$ cat src/rtl/pc_sequencer.sv
// Program counter and fetch sequencer for the single-issue core.
// Runs one program from START_ADDR until halt, inserting a single bubble
// cycle after every taken branch and counting retired instructions.
module pc_sequencer #(
  parameter int               D          = 12,
  parameter logic [D-1:0]     START_ADDR = '0,
  parameter int               CW         = 16
) (
  input  logic          Clk,
  input  logic          Reset,
  input  logic          Start,
  input  logic          Stall,
  input  logic          Halt,
  input  logic          BranchEn,
  input  logic          AbsJump,
  input  logic [D-1:0]  Target,
  output logic [D-1:0]  PC,
  output logic          FetchValid,
  output logic          Flush,
  output logic          Done,
  output logic [CW-1:0] InstCount
);

  typedef enum logic [1:0] {IDLE, RUN, FLUSH, DONE} state_t;

  localparam logic [D-1:0]  PC_ONE  = D'(1);
  localparam logic [CW-1:0] CNT_ONE = CW'(1);
  localparam logic [CW-1:0] CNT_MAX = '1;

  state_t        state, state_nx;
  logic [D-1:0]  pc_q, pc_nx;
  logic [CW-1:0] cnt_q, cnt_nx;
  logic [CW-1:0] cnt_sat;

  // Retire counter sticks at all-ones instead of wrapping.
  assign cnt_sat = (cnt_q == CNT_MAX) ? cnt_q : cnt_q + CNT_ONE;

  // State, PC and counter registers; Reset wins over everything.
  always_ff @(posedge Clk) begin
    if (Reset) begin
      state <= IDLE;
      pc_q  <= START_ADDR;
      cnt_q <= '0;
    end else begin
      state <= state_nx;
      pc_q  <= pc_nx;
      cnt_q <= cnt_nx;
    end
  end

  // Next-state: Stall > Halt > BranchEn > sequential while running.
  // Relative targets are D-bit two's complement, so a plain D-bit add
  // is the sign-extended add modulo 2^D.
  always_comb begin
    state_nx = state;
    pc_nx    = pc_q;
    cnt_nx   = cnt_q;
    unique case (state)
      IDLE, DONE: begin
        if (Start) begin
          state_nx = RUN;
          pc_nx    = START_ADDR;
          cnt_nx   = '0;
        end
      end
      RUN: begin
        if (!Stall) begin
          cnt_nx = cnt_sat;
          if (Halt) begin
            state_nx = DONE;
          end else if (BranchEn) begin
            state_nx = FLUSH;
            pc_nx    = AbsJump ? Target : pc_q + Target;
          end else begin
            pc_nx = pc_q + PC_ONE;
          end
        end
      end
      FLUSH: state_nx = RUN;
      default: state_nx = IDLE;
    endcase
  end

  // Outputs come only from registered state, never from inputs.
  assign PC         = pc_q;
  assign InstCount  = cnt_q;
  assign FetchValid = (state == RUN);
  assign Flush      = (state == FLUSH);
  assign Done       = (state == DONE);

endmodule
$ cat config.mk
export PLATFORM = sky130hd
export DESIGN_NAME = pc_sequencer
export DESIGN_NICKNAME = d
export VERILOG_FILES = /design/src/rtl/pc_sequencer.sv
export SDC_FILE = /design/constraint.sdc
export NUM_CORES = 1
export LEC_CHECK = 0
export CORE_UTILIZATION = 35
export CTS_CLUSTER_SIZE = 12
export DETAILED_ROUTE_END_ITERATION = 8
export SLEW_MARGIN = 20
export SYNTH_ARGS = -nofsm -noshare
export SYNTH_HDL_FRONTEND = slang
export SYNTH_SLANG_ARGS = --single-unit
$ cat constraint.sdc
create_clock -name Clk -period 5.9 [get_ports Clk]
set_input_delay 1.18 -clock Clk [delete_from_list [all_inputs] [get_ports Clk]]
set_output_delay 1.18 -clock Clk [all_outputs]
set_load 0.02 [all_outputs]
# --- Yosys cells after proc, flatten, opt, wreduce, memory -nomap -nowiden ---
# Index checks and enable logic that the tools add are counted.
word_totals:
  inputBits: 19
  word_cells: 36
  ff_bits: 30
  out_inout_bits: 31
op_classes:
  mux: 15
  n_reduce_logical: 6
  addsub: 3
  n_eq_ne: 9
op_table:
  columns: ["operator", "n"]
  rows:
  - ["$mux 12", 5]
  - ["$mux 16", 3]
  - ["$pmux 16 s2", 1]
  - ["$pmux 12 s2", 1]
  - ["$add 16x1->16 const B", 1]
  - ["$eq 16x16->1 const B", 1]
  - ["$add 12x1->12 const B", 1]
  - ["$add 12x12->12", 1]
  - ["$mux 2", 4]
  - ["$ne 2x2->1 const B", 4]
  - ["$reduce_and 4->1", 2]
  - ["$pmux 2 s3", 1]
  - ["$eq 2x2->1 const B", 2]
  - ["$ne 3x3->1 const B", 1]
  - ["$reduce_and 3->1", 1]
  - ["$eq 2x1->1 const B", 1]
  - ["$logic_not 2->1", 1]
  - ["$reduce_bool 2->1", 1]
  - ["$reduce_or 2->1", 1]

# --- Longest topological paths before layout ---
depth:
  word_depth: 6
  depth_mapped: 9
  depth_no_buf: 8

# --- Worst setup path after synthesis ---
# Ideal clock, no wire load.
synth_timing:
  kind: "input port to flip-flop"
  from: "input port Target[0]"
  to: "register pc_q[10], in the netlist PC[10]"
  setup_time_ns: 0.086
  t_arrival_ns: 2.912
  t_required_ns: 5.814
  cell_stages: 8
  slack_ns: 2.902
  path_buffers: 0
  path_cell_list: "ha_1 fa_1 a21oi_1 o211ai_1 a221o_1 o21ai_0 nand3b_1 a211oi_1"
synth_between:
  elab_chain_cells: 6
synth_rtl:
  columns: ["element", "line_no", "source"]
  rows:
  - ["start, declared", "16", "input logic [D-1:0] Target,"]
  - ["$add 12x12->12", "73", "pc_nx = AbsJump ? Target : pc_q + Target;"]
  - ["$mux 12", "73", null]
  - ["$mux 12", "71", "end else if (BranchEn) begin"]
  - ["$mux 12", "69", "if (Halt) begin"]
  - ["$mux 12", "67", "if (!Stall) begin"]
  - ["$pmux 12 s2", "58", "unique case (state)"]
  - ["end signal, assigned", "46", "pc_q <= pc_nx;"]
  - ["end, declared", "31", "logic [D-1:0] pc_q, pc_nx;"]
# No other way between the ends. The select of a mux whose other input is x is not followed.
# A chain may end at the register's enable or synchronous reset.

# --- Worst setup path in the final report ---
# Ends and elaborated chain as after synthesis.

==> impl_metrics.env <==
export IMPL_multi_input_area_sq_mm=0.00169
export IMPL_cts_htree_levels=2
export IMPL_die_area_sq_mm=0.00712
export IMPL_syn_area_per_cell_sq_um=7.79
export IMPL_synthXorXnorAreaFrac_pct=5.90
export IMPL_drc=10
export IMPL_syn_area_sq_mm=0.00237
export IMPL_postCtsSetupBuffers=0
export IMPL_status="finished, violations left"
export IMPL_max_slew_margin_pct=27.5
export IMPL_routedWlPerCell_microns=14.7
export IMPL_synth_top_family_by_area="compound AO/OA/AOI/OAI gates"
export IMPL_grt_ovfl_total=0
export IMPL_place_area_sq_mm=0.00292
export IMPL_synth_edff_count=0
export IMPL_cts_sinks=30
export IMPL_p_sw_share_pct=34.5
export IMPL_hold_start="state[1]"
export IMPL_routed_via_density=5.68
export IMPL_final_net_count=386
export IMPL_grt_pass1_vias=2231
export IMPL_netlist_top_cells_area="dfxtp_1, ha_1, a21oi_1, nor2_1, nand2_1"
export IMPL_cts_resized_gates=0
export IMPL_final_cell_mix="clkdlybuf4s50_1, dfxtp_1, nor2_1, nand2_1, a21oi_1"
export IMPL_std_cell_rows=29
export IMPL_pwr_share_seq_pct=38.6
export IMPL_p_switching_uw=196
export IMPL_ir_drop_mv=0.0778
export IMPL_synth_nets=341
export IMPL_cts_tree="yes"
export IMPL_setup_tns_final_ps=0
export IMPL_worstMarginPinSlew_ps=1090
export IMPL_drive_gt1_share_pct=6.27
export IMPL_r2r_end="PC[11]"
export IMPL_port_buffers=49
export IMPL_cp_top_family="compound AO/OA/AOI/OAI gates"
export IMPL_synth_top_area_share_pct=25.3
export IMPL_critPathBufInv=1
export IMPL_combPwrFrac_pct=30.3
export IMPL_rsz0062_at_grt="false"
export IMPL_clkTransAtPathRegs_ps=60
export IMPL_ios=50
export IMPL_vias=2432
export IMPL_cp_required_ps=6090
export IMPL_grt_start_max_net_pins=28
export IMPL_drv_slew=0
export IMPL_finalCritPeriodShare_pct=57.4
export IMPL_synth_adder_area_share_pct=9.27
export IMPL_ff2ff_path_depth=7
export IMPL_ff_latch_area_sq_um=601
export IMPL_drt_iter0_drc=83
export IMPL_crit_path_start_kind="primary input"
export IMPL_r2r_slack_ps=3320
export IMPL_die_height_microns=84.4
export IMPL_final_hold_viol_count=0
export IMPL_setup_violations_final=0
export IMPL_async_flop_share_pct=0
export IMPL_clk_latency_ps=280
export IMPL_worstPathArrival_ps=3580
export IMPL_place_ws_ps=2240
export IMPL_yosysSeqAreaShare_pct=25.3
export IMPL_clockBufferDepth=2
export IMPL_fillers=677
export IMPL_yosys_area_share_simple_pct=24.5
export IMPL_synth_seq_cells=30
export IMPL_fmax_mhz=295
export IMPL_synth_distinct_cells=58
export IMPL_dpl_hpwl_mm=4.64
export IMPL_synthMuxAreaShare_pct=2.69
export IMPL_final_common_cell="clkdlybuf4s50_1"
export IMPL_power_frac_clock_pct=31.1
export IMPL_hold_buffers=0
export IMPL_yosys_area_top_type="dfxtp_1"
export IMPL_post_route_min_period_ps=3390
export IMPL_postSynthCellCount=305
export IMPL_hold_depth=2
export IMPL_drt_first_pass_iters=7
export IMPL_crit_chain="clkdlybuf4s50_1 -> ha_1 -> fa_1 -> a21oi_1 -> o211ai_1 -> a221o_1 -> o21ai_0 -> nand3b_1 -> a211oi_1"
export IMPL_crit_type="in2reg"
export IMPL_internal_power_uw=372
export IMPL_track_usage_pct=18.3
export IMPL_initial_utilization_pct=36.8
export IMPL_antenna_found_initial=0
export IMPL_cts_buffers=5
export IMPL_min_path_type="reg2reg"
export IMPL_gp_congestion=0.863
export IMPL_end_kind="flop"
export IMPL_cp_max_fo=3
export IMPL_cp_slowest_cell="fa_1"
export IMPL_ys_warnings_count=0
export IMPL_cp_num_cells=9
export IMPL_final_area_sq_mm=0.00301
export IMPL_fp_dieW_microns=84.4
export IMPL_clockRootBuffer="clkbuf_8"
export IMPL_detail_route_antenna_nets=0
export IMPL_crit_path_max_incr_delay_ps=430
export IMPL_leakagePower_uw=0.00114
export IMPL_finalWirelength_mm=6.27
export IMPL_antenna_cells=0
export IMPL_grt_pass1_wl_mm=10.6
export IMPL_maxCapViolCount=0
export IMPL_fin_worst_skew_ps=6.01
export IMPL_timing_rr_start="state[0]"
export IMPL_violations="design-rule violations"
export IMPL_synth_ff_type="dfxtp_1"
export IMPL_synth_compound_area_share_pct=29.0
export IMPL_cellPowerDensity_mw_per_mm2=188
export IMPL_holdPathEnd="state[1]"
export IMPL_core_area_sq_mm=0.00646
export IMPL_fin_total_pwr_uw=567
export IMPL_timing_final_ws_setup_ps=2510
export IMPL_syn_to_final_growth_pct=26.9
## power groups by stage
stage	sequential (uW)	combinational [uW]	clock, uW
detailed placement	224	171	0
global placement	223	171	0
global route	221	191	192
floorplan	226	112	0
CTS	219	173	181
finish	219	172	176
## how the worst max path moves through the flow
stage | startpoint | to
after detailed placement | Target[0] | PC[10]
after floorplan | Target[0] | PC[10]
after global routing | Target[0] | PC[10]
after global placement | Target[0] | PC[10]
after CTS | Target[0] | PC[10]
final | Target[0] | PC[10]
## logic make-up after synthesis
group | Yosys count
fa+ha+maj | 17
compound gates | 101
flops | 30
buf+inv | 21
xor+xnor | 16
mux | 6
simple gates | 114
## state kept, by name, summed over array words and instances, names as in the netlist
register and count:
InstCount 16, PC 12, state 2
## metal layers
| metal | GRT usage (%) | up-vias | routed length [microns] |
|---|---|---|---|
| met5 | 0 | - | 0 |
| met4 | 5.86 | 0 | 76 |
| met3 | 3.74 | 8 | 276 |
| met2 | 30.3 | 65 | 2940 |
| met1 | 23.9 | 1126 | 2970 |
| li1 | - | 1233 | - |
## Yosys cell counts, types with 8 or more instances
cell      instances
nor3_1            9
dfxtp_1          30
xnor2_1           9
ha_1             16
a21oi_1          24
o21ai_0          18
clkbuf_1         10
nor2_1           28
nand2_1          27
inv_1             8
and3_1           11
a211oi_1          8
## through the flow
| stage | cells | hold WS [ps] | utilization, % |
|---|---|---|---|
| floorplan | 305 | 475 | - |
| global placement | 420 | 493 | 45.3 |
| detailed placement | 420 | 507 | 45.3 |
| CTS | 428 | 518 | 46.7 |
| global route | 428 | 549 | 46.7 |
| finish | 428 | 519 | 46.7 |
## worst reg2reg max path, cell delays in order (launching register included)
cell	delay, ps
dfxtp_1	400
ha_1	490
nand2b_1	220
or2_2	330
a21oi_1	450
nor2_1	230
o21ai_0	260
a32oi_1	70
## layout make-up
type | count | share of cell area, %
multi-input combinational | 254 | 56.2
sequential | 30 | 19.9
timing repair buffer | 50 | 16.5
tap | 77 | 3.20
clock buffer | 7 | 2.86
inverter | 9 | 1.12
clock inverter | 1 | 0.166
(Power assumes the default switching activity.)
